--- src/rtl/gray_count_sequencer.sv ---
// Run controller for a Gray-code counter: binary count plus registered Gray conversion,
// with start/stop/pause sequencing and a valid/ready hand-off to a downstream consumer.
module gray_count_sequencer #(
  parameter int unsigned W = 3
) (
  input  logic         clk,
  input  logic         rst,
  input  logic         start,
  input  logic         stop,
  input  logic         pause,
  input  logic         wrap_mode,
  input  logic [W-1:0] limit,
  output logic         gray_valid,
  input  logic         gray_ready,
  output logic [W-1:0] gray_out,
  output logic [W-1:0] bin_out,
  output logic         busy,
  output logic         done,
  output logic         wrapped
);

  typedef enum logic [1:0] {StIdle, StRun, StHold, StDone} state_e;

  state_e       state_q, state_d;
  logic [W-1:0] bin_q, bin_d;
  logic [W-1:0] gray_q, gray_d;
  logic [W-1:0] limit_q, limit_d;
  logic         mode_q, mode_d;
  logic         valid_q, valid_d;
  logic         done_q, done_d;
  logic         wrapped_q, wrapped_d;
  logic         xfer;

  assign xfer = valid_q && gray_ready;

  always_comb begin
    state_d   = state_q;
    bin_d     = bin_q;
    limit_d   = limit_q;
    mode_d    = mode_q;
    done_d    = 1'b0;
    wrapped_d = 1'b0;

    if (stop) begin
      state_d = StIdle;
      bin_d   = '0;
    end else begin
      unique case (state_q)
        StIdle: begin
          bin_d = '0;
          if (start) begin
            limit_d = limit;
            mode_d  = wrap_mode;
            state_d = StRun;
          end
        end
        StRun: begin
          if (xfer) begin
            if (bin_q == limit_q) begin
              if (mode_q) begin
                bin_d     = '0;
                wrapped_d = 1'b1;
              end else begin
                state_d = StDone;
                done_d  = 1'b1;
              end
            end else begin
              bin_d = bin_q + 1'b1;
            end
          end
          // A transfer in the same cycle as pause still lands; only then do we freeze.
          if (pause && state_d == StRun) begin
            state_d = StHold;
          end
        end
        StHold: begin
          if (!pause) begin
            state_d = StRun;
          end
        end
        StDone: begin
          if (start) begin
            limit_d = limit;
            mode_d  = wrap_mode;
            bin_d   = '0;
            state_d = StRun;
          end
        end
        default: begin
          state_d = StIdle;
          bin_d   = '0;
        end
      endcase
    end

    gray_d  = bin_d ^ (bin_d >> 1);
    valid_d = (state_d == StRun);
  end

  always_ff @(posedge clk or posedge rst) begin
    if (rst) begin
      state_q   <= StIdle;
      bin_q     <= '0;
      gray_q    <= '0;
      limit_q   <= '0;
      mode_q    <= 1'b0;
      valid_q   <= 1'b0;
      done_q    <= 1'b0;
      wrapped_q <= 1'b0;
    end else begin
      state_q   <= state_d;
      bin_q     <= bin_d;
      gray_q    <= gray_d;
      limit_q   <= limit_d;
      mode_q    <= mode_d;
      valid_q   <= valid_d;
      done_q    <= done_d;
      wrapped_q <= wrapped_d;
    end
  end

  assign gray_valid = valid_q;
  assign gray_out   = gray_q;
  assign bin_out    = bin_q;
  assign busy       = (state_q == StRun) || (state_q == StHold);
  assign done       = done_q;
  assign wrapped    = wrapped_q;

endmodule
--- config.mk ---
export PLATFORM = sky130hd
export DESIGN_NAME = gray_count_sequencer
export DESIGN_NICKNAME = d
export VERILOG_FILES = /design/src/rtl/gray_count_sequencer.sv
export SDC_FILE = /design/constraint.sdc
export NUM_CORES = 1
export LEC_CHECK = 0
export ABC_AREA = 1
export CAP_MARGIN = 20
export CORE_UTILIZATION = 40
export DETAILED_ROUTE_END_ITERATION = 12
export PLACE_DENSITY = 0.66
export SYNTH_ARGS = -nofsm -noshare
export SYNTH_HDL_FRONTEND = slang
export SYNTH_SLANG_ARGS = --single-unit
--- constraint.sdc ---
create_clock -name clk -period 3.9 [get_ports clk]
set_input_delay 0.78 -clock clk [delete_from_list [all_inputs] [get_ports clk]]
set_output_delay 0.78 -clock clk [all_outputs]
set_load 0.05 [all_outputs]
==> results.md <==
* Post-CTS Resized at 0
* Clock root cell: clkbuf_4
* Crit path max fanout at 6
* R2r worst-path depth at 4
* GR Util All Layers at 0.181
* Final setup margin at 1.08 ns
* YS warnings at 0
* R2R Setup Slk at 2.29 ns
* Vias per inst at 4.79
* Fin crit share at 0.724
* Worst Hold End: limit_q[0]$_DFFE_PP0P_
* Io pins at 20
* DR vias at 810
* CTS tree: yes
* Syn Nets at 134
* Gate count of the mapped netlist at 120
* Share of cells above drive strength 1 at 0.106
* Drt first pass iters at 4
* Critical Path, Cell by Cell: inv_1 > ha_1 > inv_1 > clkdlybuf4s50_1
* Hold buffer count at cts at 0
* Post-CTS Setup Bufs at 0
* Total Neg Setup Slack at 0 ns
* Total die area at 0.00243 mm2
* VDD IR-drop max at 0.268 mV
* Initial antenna violation count at 0
* CP Capture Type: primary output
* Util after Layout at 0.567
* CP Class: reg2out
* Fill cell count at 201
* Row cnt at 16
* Post-synthesis cell type count at 22
* Placeable Area at 0.00202 mm2
* RSZ-0062 raised after global routing: no
* Clock buffer count from CTS at 3
* Detailed Route Iter0 Violations at 17
* Worst-path clk slew at 0.09 ns
* Hold_sp: limit_q[0]$_DFFE_PP0P_
* Routed wire length at 1830 um
* CP most frequent cell: inv_1
* Clock tree buffer depth at 2
* Mapped Area at 893 um2
* Least-Margin Pin Slew at 0.548 ns
* Non-Filler Instances at 169
* Hold path depth at 2
* Area grow syn2layout at 28.3%
* PD cells at 435 mW/mm2
* Post-Syn Area per Cell at 7.44 um2
* Num Clock Sinks at 14
* Final setup vio count at 0
* Die height at 49.3 um
* WHS at 0.540 ns
* Global-route wire length before repair at 3370 um
* Residual DRC count at 0
* H-tree Lvls at 1
* Req. time, crit path at 3.12 ns
* Status: completed
* Starting Density at 0.442
* Hold Fails Final Rpt at 0
* Number of diodes at 0
* Maxcap violations at 0
* Nets at 157
* Worst min path class: reg2reg
* Post-route ant nets at 0
* I/O Buffers at 19
* Pins over their slew limit at 0
* Post-route cell area at 0.00115 mm2
* Vias in the first global route at 787
* Clock skew at 0.00551 ns
* Register bit total from synthesis at 14
* Skew-Pair Late Insertion Delay at 0.28 ns
* Dpl hpwl at 1440 um
* Largest net degree at the start of global routing at 15
* Tot Pwr at 499 uW
* RR Endpoint: limit_q[1]$_DFFE_PP0P_
* GRT overflow at 0
* Fmax achieved at 354 MHz
* Placed cell count at 165
* Slowest-stage cell, CP: clkdlybuf4s50_1
* Max-Slew Margin vs Limit at 0.634
* RR Startpoint: state_q[0]$_DFF_PP0_
* Setup crit start kind: flip-flop
* WP data arrival at 2.04 ns
* Gpl congestion at 0.795
* Dpl ws at 1.41 ns
* Crit path time final at 2.82 ns
* Seq/Total Area, Yosys at 0.392
* Die W at 49.3 um
* Drt wl/cell at 10.8 um
* Slowest stage delay, CP at 0.80 ns
* Pleak at 0.569 nW
* Area after DPL at 0.00111 mm2
-- where the power goes --
group          internal [mW]  switching (mW)
logic                 0.0732           0.131
registers              0.169          0.0187
clock network         0.0568          0.0502
-- state kept, by name, summed over array words and instances, names as in the netlist --
register    count
done            1
bin_out         3
state_q         2
mode_q          1
gray_out        2
gray_valid      1
limit_q         3
wrapped         1
-- critical path, delay by kind of cell (launching register included) --
kind       cells  cell delay (ns)
buf+inv        3             0.98
fa+ha+maj      1             0.34
flops          1             0.45
-- worst max-delay path by stage --
stage / start / end / slack (ns) / depth (start not counted)
after global placement: state_q[0]$_DFF_PP0_ / busy / 1.46 / 4
final: state_q[0]$_DFF_PP0_ / busy / 1.08 / 4
after global routing: state_q[0]$_DFF_PP0_ / busy / 0.98 / 4
after CTS: state_q[0]$_DFF_PP0_ / busy / 1.07 / 4
after floorplan: state_q[0]$_DFF_PP0_ / busy / 2.02 / 3
after detailed placement: state_q[0]$_DFF_PP0_ / busy / 1.41 / 4
-- final cells by class --
cell class / count / area [um2] / area share
clock buffer: 4 / 36.3 / 0.0317
inverter: 22 / 82.6 / 0.0721
multi-input combinational: 83 / 453 / 0.395
sequential: 14 / 350 / 0.306
tap: 27 / 33.8 / 0.0295
timing repair buffer: 19 / 190 / 0.166
-- cell usage in the layout (no fill, tap or decap), types with 4 or more instances in the layout --
cell / instances
nand2_1: 37
inv_1: 20
clkdlybuf4s50_1: 19
dfrtp_1: 14
o21ai_0: 8
a21oi_1: 7
nor2_1: 6
nand3_1: 4
ha_1: 4
-- metal layers --
metal  share of wire  GRT usage  vias to the layer above  wire length [um]
li1                -          -                      423                 -
met1            0.47      0.229                      373               860
met2            0.49      0.304                       12               902
met3           0.028     0.0280                        2                51
met4          0.0077     0.0735                        0                14
met5               0          0                        -                 0
-- kinds of logic after synthesis --
group / count (synthesis) / synth area share
muxes: 1 / 0.0126
buffers and inverters: 23 / 0.101
AOI/OAI and AO/OA: 19 / 0.130
xor gates and xnor gates: 2 / 0.0280
DFF: 14 / 0.392
adders and majority gates: 4 / 0.0560
and+or+nand+nor: 57 / 0.280
-- synthesized netlist by cell type --
| master | number | area share |
|---|---|---|
| inv_2 | 2 | 0.0084 |
| nand4_1 | 3 | 0.021 |
| dfrtp_1 | 14 | 0.39 |
| a21boi_4 | 1 | 0.021 |
| mux2_2 | 1 | 0.013 |
| nand3_1 | 4 | 0.022 |
| a31oi_1 | 1 | 0.0070 |
| a21oi_2 | 1 | 0.0098 |
| nand2_2 | 3 | 0.021 |
| buf_4 | 1 | 0.0084 |
| xnor2_2 | 1 | 0.018 |
| xnor2_1 | 1 | 0.0098 |
| nand2_1 | 37 | 0.16 |
| o21ai_0 | 8 | 0.045 |
| nor2_1 | 6 | 0.025 |
| nor3_1 | 1 | 0.0056 |
| nor4_1 | 1 | 0.0070 |
| inv_1 | 20 | 0.084 |
| ha_1 | 4 | 0.056 |
| nand3_2 | 2 | 0.022 |
| o211ai_1 | 1 | 0.0084 |
| a21oi_1 | 7 | 0.039 |
Power figures use the tool's default switching activity.
